==> src/rtl/ann_label_pkg.sv <==
// rtl/ann_label_pkg.sv - shared width helpers and label types for the target label buffer
package ann_label_pkg;

  localparam int DEF_N    = 10;
  localparam int DEF_FX_W = 16;

  // Width of a class index; never narrower than one bit.
  function automatic int cls_width(input int n);
    return (n > 2) ? $clog2(n) : 1;
  endfunction

  // Width of a FIFO pointer for a power-of-two depth.
  function automatic int ptr_width(input int depth);
    return (depth > 2) ? $clog2(depth) : 1;
  endfunction

  // Width of an occupancy count that must reach depth itself.
  function automatic int lvl_width(input int depth);
    return $clog2(depth + 1);
  endfunction

  localparam int DEF_CLS_W = cls_width(DEF_N);

  typedef logic [DEF_CLS_W-1:0] class_idx_t;
  typedef logic [DEF_FX_W-1:0]  target_elem_t;

endpackage

==> src/rtl/label_fifo.sv <==
// rtl/label_fifo.sv - class-index FIFO with flush, pointers wrap modulo DEPTH
module label_fifo
  import ann_label_pkg::*;
#(
  parameter  int DEPTH = 4,
  parameter  int W     = 4,
  localparam int PTR_W = ptr_width(DEPTH),
  localparam int CNT_W = lvl_width(DEPTH)
) (
  input  logic             clk,
  input  logic             rst_n,
  input  logic             flush,
  input  logic             push,
  input  logic [W-1:0]     push_data,
  input  logic             pop,
  output logic [W-1:0]     head,
  output logic             empty,
  output logic [CNT_W-1:0] count
);

  logic [W-1:0]     mem [0:DEPTH-1];
  logic [PTR_W-1:0] wr_ptr;
  logic [PTR_W-1:0] rd_ptr;
  logic             full;
  logic             do_push;
  logic             do_pop;

  assign empty   = (count == '0);
  assign full    = (count == CNT_W'(DEPTH));
  assign do_push = push && !full && !flush;
  assign do_pop  = pop && !empty && !flush;
  assign head    = mem[rd_ptr];

  // Storage array: written on push only, contents are don't-care when empty.
  always_ff @(posedge clk) begin
    if (do_push) begin
      mem[wr_ptr] <= push_data;
    end
  end

  // Pointers and occupancy; flush drops everything regardless of push/pop.
  always_ff @(posedge clk or negedge rst_n) begin
    if (!rst_n) begin
      wr_ptr <= '0;
      rd_ptr <= '0;
      count  <= '0;
    end else if (flush) begin
      wr_ptr <= '0;
      rd_ptr <= '0;
      count  <= '0;
    end else begin
      if (do_push) begin
        wr_ptr <= wr_ptr + PTR_W'(1);
      end
      if (do_pop) begin
        rd_ptr <= rd_ptr + PTR_W'(1);
      end
      case ({do_push, do_pop})
        2'b10:   count <= count + CNT_W'(1);
        2'b01:   count <= count - CNT_W'(1);
        default: count <= count;
      endcase
    end
  end

endmodule

==> src/rtl/target_label_buffer.sv <==
// rtl/target_label_buffer.sv - buffers class indices and presents one-hot labels with fixed-point targets
module target_label_buffer
  import ann_label_pkg::*;
#(
  parameter  int             layers = 3,
  parameter  int             rows [0:layers-1] = '{50, 30, 10},
  parameter  int             DEPTH = 4,
  parameter  int             FX_W = 16,
  parameter  logic [FX_W-1:0] HOT_VAL = 16'h0E66,
  parameter  logic [FX_W-1:0] COLD_VAL = 16'h001C,
  localparam int             N = rows[layers-1],
  localparam int             CLS_W = cls_width(N),
  localparam int             LVL_W = lvl_width(DEPTH)
) (
  input  logic              clk,
  input  logic              rst_n,
  input  logic              in_valid,
  output logic              in_ready,
  input  logic [CLS_W-1:0]  in_class,
  input  logic              flush,
  input  logic              clear_err,
  output logic              out_valid,
  input  logic              out_ready,
  output logic [N-1:0]      out_label,
  output logic [N*FX_W-1:0] out_target,
  output logic [LVL_W-1:0]  level,
  output logic              err_flag,
  output logic [15:0]       err_cnt
);

  logic             accept;
  logic             bad_class;
  logic             push_ok;
  logic             pop_out;
  logic             load;
  logic             fifo_empty;
  logic [CLS_W-1:0] fifo_head;
  logic [LVL_W-1:0] fifo_count;
  logic [CLS_W-1:0] cls_q;

  // Occupancy counts the FIFO plus the label sitting in the output register;
  // both terms are registers, so a same-cycle pop cannot raise in_ready.
  assign level     = fifo_count + LVL_W'(out_valid);
  assign in_ready  = (level < LVL_W'(DEPTH));
  assign accept    = in_valid && in_ready;
  // Extra bit keeps the compare correct when N is an exact power of two.
  assign bad_class = accept && ({1'b0, in_class} >= (CLS_W+1)'(N));
  assign push_ok   = accept && !bad_class && !flush;
  assign pop_out   = out_valid && out_ready;
  assign load      = !flush && (!out_valid || pop_out) && !fifo_empty;

  label_fifo #(
    .DEPTH (DEPTH),
    .W     (CLS_W)
  ) u_fifo (
    .clk       (clk),
    .rst_n     (rst_n),
    .flush     (flush),
    .push      (push_ok),
    .push_data (in_class),
    .pop       (load),
    .head      (fifo_head),
    .empty     (fifo_empty),
    .count     (fifo_count)
  );

  // Output register: refills from the FIFO head whenever it is empty or being consumed.
  always_ff @(posedge clk or negedge rst_n) begin
    if (!rst_n) begin
      out_valid <= 1'b0;
      cls_q     <= '0;
    end else if (flush) begin
      out_valid <= 1'b0;
    end else if (!out_valid || pop_out) begin
      out_valid <= !fifo_empty;
      if (!fifo_empty) begin
        cls_q <= fifo_head;
      end
    end
  end

  // Error state: an out-of-range accept beats a same-cycle clear; count saturates.
  always_ff @(posedge clk or negedge rst_n) begin
    if (!rst_n) begin
      err_flag <= 1'b0;
      err_cnt  <= '0;
    end else if (bad_class) begin
      err_flag <= 1'b1;
      if (clear_err) begin
        err_cnt <= 16'd1;
      end else if (err_cnt != 16'hFFFF) begin
        err_cnt <= err_cnt + 16'd1;
      end
    end else if (clear_err) begin
      err_flag <= 1'b0;
      err_cnt  <= '0;
    end
  end

  // One-hot label and target decode from the held index; all zeros when idle.
  always_comb begin
    out_label  = '0;
    out_target = '0;
    if (out_valid) begin
      for (int i = 0; i < N; i++) begin
        out_label[i]               = (cls_q == CLS_W'(i));
        out_target[i*FX_W +: FX_W] = (cls_q == CLS_W'(i)) ? HOT_VAL : COLD_VAL;
      end
    end
  end

endmodule

==> config.mk <==
export PLATFORM = sky130hd
export DESIGN_NAME = target_label_buffer
export DESIGN_NICKNAME = d
export VERILOG_FILES = /design/src/rtl/ann_label_pkg.sv /design/src/rtl/label_fifo.sv /design/src/rtl/target_label_buffer.sv
export SDC_FILE = /design/constraint.sdc
export NUM_CORES = 1
export LEC_CHECK = 0
export CORE_ASPECT_RATIO = 1.75
export CORE_UTILIZATION = 36
export CTS_BUF_LIST = sky130_fd_sc_hd__clkbuf_8
export DETAILED_ROUTE_END_ITERATION = 10
export PLACE_DENSITY = 0.79
export SYNTH_ARGS = -nofsm -noshare
export SYNTH_HDL_FRONTEND = slang
export SYNTH_SLANG_ARGS = --single-unit
==> constraint.sdc <==
create_clock -name clk -period 2.77 [get_ports clk]
set_clock_uncertainty 0.2 [all_clocks]
set_input_delay 0.4155 -clock clk [delete_from_list [all_inputs] [get_ports clk]]
set_output_delay 0.4155 -clock clk [all_outputs]
set_load 0.01 [all_outputs]
; ---- Word level (Yosys, flattened, before mapping)
; Memory sizes are Yosys's and may differ from the RTL's. A register that Yosys moved wholly into a read port is not among the register bits.
; Cells that the tools add are included.
[classes]
addsub = 6
n_lt_le_gt_ge = 2
n_eq_ne = 13
mux = 28
bitwise_logic = 2
reduce_logical = 28
[op_table]
columns = op, n
row1 = two-way mux 156 bit, 1
row2 = two-way mux 12 bit, 10
row3 = two-way mux 16 bit, 4
row4 = "adder 16 x 1 -> 16 bit, second input constant", 1
row5 = "== test 4 x 3 -> 1 bit, second input constant", 4
row6 = "!= test 16 bit, second input constant", 1
row7 = logical AND 1 bit, 11
row8 = two-way mux 10 bit, 1
row9 = nonzero test 2 bit, 5
row10 = "== test 4 x 2 -> 1 bit, second input constant", 2
row11 = "== test 4 bit, second input constant", 2
row12 = two-way mux 2 bit, 4
row13 = zero test 1 bit, 6
row14 = two-way mux 1 bit, 6
row15 = one-hot mux 3 bit (2 select lines), 1
row16 = "adder 2 x 1 -> 2 bit, second input constant", 2
row17 = "== test 4 x 1 -> 1 bit, second input constant", 1
row18 = ">= comparator 4 bit, second input constant", 1
row19 = zero test 4 bit, 1
row20 = adder 3 x 1 -> 3 bit, 1
row21 = "adder 3 x 1 -> 3 bit, second input constant", 1
row22 = "== test 3 bit, second input constant", 1
row23 = zero test 3 bit, 1
row24 = "< comparator 3 bit, second input constant", 1
row25 = other kinds (9), 10
[word_totals]
regBits = 25
ramBits = 16
in_bits = 10
elab_cells = 86
n_memories = 1
[memory_table]
columns = memory, words, width, read_ports, rd_ports_with_merged_regs, wr, line_no
row1 = u_fifo.mem, 4, 4, 1, 1, 1, label_fifo.sv:21  ; logic [W-1:0] mem [0:DEPTH-1];

; ---- Longest topological paths before layout
[logic_depth]
ltp_word = 12
depth_mapped = 10
ltp_nobuf = 9

; ---- Cells and area by module
; From an unflattened synthesis, not the netlist that was laid out.
[unflattened]
cells_unflattened = 396
area_unflattened_um2 = 3711.1
[modules_own_cells]
columns = mod, instances, cells_each, area_per_inst_um2, seq_area_each_um2
row1 = target_label_buffer, 1, 313, 2568.7, 550.5
row2 = label_fifo, 1, 83, 1142.3, 655.6

; ---- Worst setup path after synthesis
; No wires, ideal clock.
[synth_path]
path_kind = register -> register
from = register out_valid
to = register u_fifo.count[2]
setup_ps = 125
arrival_ps = 2692
required_ps = 2445
slack_ps = -247
stages_incl_launch_ff = 11
path_buffers = 1
period_less_slack_ps = 3017
path_cell_list = dfrtp_1 ha_1 ha_1 o211a_1 o2111a_1 clkbuf_1 nor3_1 fa_1 a21boi_0 mux2i_1 mux2_2
[synth_via]
elab_chain_len = 12
[synth_lines]
columns = element, line_no
row1 = "start, declared", target_label_buffer.sv:22  ; output logic out_valid,
row2 = "start signal, assigned", target_label_buffer.sv:75  ; out_valid <= !fifo_empty;
row3 = adder 3 x 1 -> 3 bit, target_label_buffer.sv:43  ; assign level = fifo_count + LVL_W'(out_valid);
row4 = < comparator 3 bit, target_label_buffer.sv:44  ; assign in_ready = (level < LVL_W'(DEPTH));
row5 = logical AND 1 bit, target_label_buffer.sv:45  ; assign accept = in_valid && in_ready;
row6 = logical AND 1 bit, target_label_buffer.sv:47  ; assign bad_class = accept && ({1'b0, in_class} >= (CLS_W+1)'(N));
row7 = zero test 1 bit, target_label_buffer.sv:48  ; assign push_ok = accept && !bad_class && !flush;
row8 = logical AND 1 bit (2 in a row), target_label_buffer.sv:48
row9 = logical AND 1 bit (2 in a row), label_fifo.sv:30  ; assign do_push = push && !full && !flush;
row10 = == test 2 x 1 -> 1 bit / == test 2 bit (equally long branches), label_fifo.sv:58  ; case ({do_push, do_pop})
row11 = one-hot mux 3 bit (2 select lines), label_fifo.sv:58
row12 = two-way mux 3 bit, label_fifo.sv:47  ; end else if (flush) begin
row13 = "end signal, assigned", label_fifo.sv:59  ; 2'b10: count <= count + CNT_W'(1);
row14 = "end signal, assigned", label_fifo.sv:60  ; 2'b01: count <= count - CNT_W'(1);
row15 = "end signal, assigned", label_fifo.sv:61  ; default: count <= count;
row16 = "end, declared", label_fifo.sv:18  ; output logic [CNT_W-1:0] count
; Several ways; a longest one is shown, not always the timed one.
; A chain may end at the register's enable or synchronous reset.

; ---- Worst setup path after layout
[layout_path]
from = register out_valid
to = output port out_target[70]
[layout_via]
elab_chain_len = 1
[layout_lines]
columns = element, line_no
row1 = two-way mux 156 bit, target_label_buffer.sv:104  ; if (out_valid) begin
row2 = "end, declared", target_label_buffer.sv:25  ; output logic [N*FX_W-1:0] out_target,
; No other way between the ends.

==> flow_summary.yaml <==
detailed_routing:
  firstDrtPassIters: 4
  wire_per_inst_um: 14.5
  dr_vias: 2742
  postRouteAntennaNets: 0
  detail_route.wirelength_mm: 8.37
  route.detailed.vias_per_inst: 4.74
  drtIter0Drc: 90
  drc: 0
synthesis:
  syn_area_per_cell_um2: 9.30
  synth_top_area_share_pct: 31.6
  yosysTopAreaCell: "buf_4"
  synthDistinctLibCells: 46
  synth.area.top_cells: "buf_4 32%, dfrtp_1 20%, edfxtp_1 13%, a21oi_1 2.7%, mux4_2 2.5%"
  syn_inst: 383
  synthArstFlopShare_pct: 64.4
  synthMostInstantiatedCell: "buf_4"
  post_synthesis_sequential_area_ratio_pct: 33.8
  synth_seq_cells: 45
  synth_ff_type: "dfrtp_1"
  netlist_area_before_placement_um2: 3560
  synth-edff-count: 16
  synthesis.yosys.warnings: 0
  netlist_top_cells_count: "150 x buf_4, 29 x dfrtp_1, 21 x nor2_1, 19 x a21oi_1, 16 x edfxtp_1"
grt:
  grt_util_met3_pct: 2.26
  use_met1_pct: 15.0
  globalRouteTotalUtil_pct: 15.9
  number_of_antenna_violations_at_the_first_check_in_global_routing: 0
  vias_in_the_first_global_route: 2677
  gr-max-usage-layer: "met2"
  grt_overflow: 0
  grt_pass1_wl_mm: 13.0
  grt_start_max_net_pins: 30
  use_met2_pct: 31.6
clock_tree:
  clkSlewWorstSetupHoldPaths_ns: 0.09
  post_cts_hold_buffer_count: 0
  cts_inserted_buffers: 5
  clockBufferDepth: 2
  numClockSinks: 45
  clock_insertion_delay_worst_skew_ns: 0.30
  ctsHtreeMaxLevel: 2
  clock_tree_from_tritoncts: "built"
  clk_root_buffer_cell: "clkbuf_8"
final_layout:
  antenna-diode-count: 0
  postLayoutCoreUtil_pct: 47.2
  layout-area-overhead-vs-synth_pct: 26.2
  nFillCells: 899
  layout-drive-gt1-share_pct: 13.8
  num-nets-final: 474
sta:
  max_slew_margin_pct: 57.7
  timing_worst_slew_pin_value_ns: 0.632
  final_count_of_hold_timing_violations: 0
  max_freq_mhz: 372
  setup_viol: 0
  setup_total_negative_slack_ns: 0
  share_of_the_clock_period_used_by_the_worst_path_after_layout_pct: 97.2
  grt_setup_unrepaired: "yes"
  final_max_slew_viol_count: 0
  period_minus_slack_ns: 2.69
floorplanning:
  die_w_um: 77.2
  start_util_pct: 37.4
  die_area_um2: 10300
  die_y_um: 134
  top_level_ports: 202
  fp-row-count: 47
  core_footprint_um2: 9530
setup_path:
  cp_data_required_time_ns: 2.15
  setup.worst_path.end_class: "primary output"
  worstPathArrival_ns: 2.08
  timing.reg2reg.worst_path_depth: 9
  cp-start-kind: "flop"
  critPathKind: "flop to primary output"
  rr_startpoint: "out_valid"
  setup.reg_to_reg.worst_slack_ns: 0.11
  critPathMaxFanout: 6
  worst_r2r_endpoint: "u_fifo.count[2]"
power_and_ir_drop:
  pwr_density_cell_nw_per_um2: 689
  peakVddDrop_mv: 0.282
  cellLeakagePower_nw: 1.91
placement:
  buffer_ports.inserted: 131
  detailedPlacementHpwl_mm: 6.65
  finalWeightedCongestion: 0.969
run:
  max_cap_violations: 0
hold_path:
  holdCritPathClass: "primary input to asynchronous set/reset pin"
status:
  status: "finished, final reports clean"
==> timing repair <==
action / CTS / global route
setup endpoints to repair: 13 / 34
resized for setup: 4 / 11
setup buffers: 0 / 2
==> logic make-up after synthesis <==
kind of cell | share of synthesized area (%)
buffers and inverters | 34.0
AND/OR/NAND/NOR | 13.7
AO/OA/AOI/OAI | 8.85
multiplexers | 5.30
adder cells (fa/ha/maj) | 3.02
XOR/XNOR | 1.19
other | 0.105
flip-flops | 33.8
==> metrics by stage <==
stage | std cells | power [mW] | area [um^2] | hold slack [ns] | setup WS, ns
after global routing | 579 | 3.28 | 4500 | 0.325 | -0.00577
after global placement | 569 | 2.50 | 4320 | 0.318 | 0.0756
after detailed placement | 569 | 2.55 | 4320 | 0.330 | 0.00771
after floorplan | 452 | 1.99 | 3830 | -0.0801 | -0.00893
final | 579 | 3.10 | 4500 | 0.293 | 0.0783
after CTS | 577 | 3.09 | 4450 | 0.297 | 0.0427
==> layer usage <==
layer	share of wire, %	wire length, um
met4	3.5	295
met5	0	0
met3	6.6	555
met1	33	2790
met2	57	4730
==> final cells by class <==
cell class	count	area, um^2	share of cell area (%)
timing repair buffer	159	1540	34.2
multi-input combinational	235	1440	32.1
sequential	45	1210	26.9
tap	122	153	3.39
clock buffer	5	68.8	1.53
clock inverter	3	50.0	1.11
inverter	10	37.5	0.835
==> layout by cell type (no fill, tap or decap), types with 2 or more instances in the layout <==
master / instances
mux4_2: 4
o31ai_1: 11
o211a_1: 2
mux2i_1: 2
nand2b_1: 3
nor2_1: 17
or3_1: 3
nor3_2: 2
and2_1: 4
clkbuf_8: 5
dfrtp_2: 2
xor2_1: 3
nor3_1: 6
mux2_2: 7
edfxtp_1: 16
dfrtp_1: 27
dlymetal6s2s_1: 6
a21oi_1: 19
ha_1: 6
nand2_1: 12
or4_1: 10
conb_1: 70
inv_1: 9
clkdlybuf4s50_1: 125
nor4_1: 3
nor2_2: 3
o21ai_0: 6
nand3_1: 8
nor2b_1: 7
nand4_1: 4
a31oi_1: 3
buf_4: 28
==> power by group <==
part | internal (mW) | switching (mW) | total [mW] | leakage, nW
combinational | 0.889 | 0.784 | 1.67 | 1.32
sequential | 0.779 | 0.116 | 0.895 | 0.531
clock | 0.277 | 0.253 | 0.530 | 0.0603
==> worst max-delay path, stage by stage, from the launching register on <==
cell	delay [ns]
dfrtp_2	0.43
inv_1	0.08
or3_4	0.43
nor2_2	0.14
buf_4	0.16
clkdlybuf4s50_1	0.54
==> sequential cells by signal (all words and copies together) (netlist names) <==
signal,count
u_fifo.rd_ptr,2
u_fifo.wr_ptr,2
err_flag,1
u_fifo.count,3
cls_q,4
out_valid,1
u_fifo.mem,16
err_cnt,16
==> worst max path at each step <==
| stage | from | to | slack (ns) | depth (start not counted) |
|---|---|---|---|---|
| 2_1_floorplan | out_valid | err_cnt[15] | -0.009 | 8 |
| 3_3_place_gp | in_class[1] | u_fifo.count[2] | 0.08 | 8 |
| 3_5_place_dp | in_class[1] | u_fifo.count[2] | 0.008 | 8 |
| 4_1_cts | cls_q[0] | out_target[58] | 0.04 | 5 |
| 5_1_grt | out_valid | u_fifo.count[2] | -0.006 | 9 |
| 6_report | out_valid | out_target[70] | 0.08 | 5 |
(Power assumes the default switching activity.)
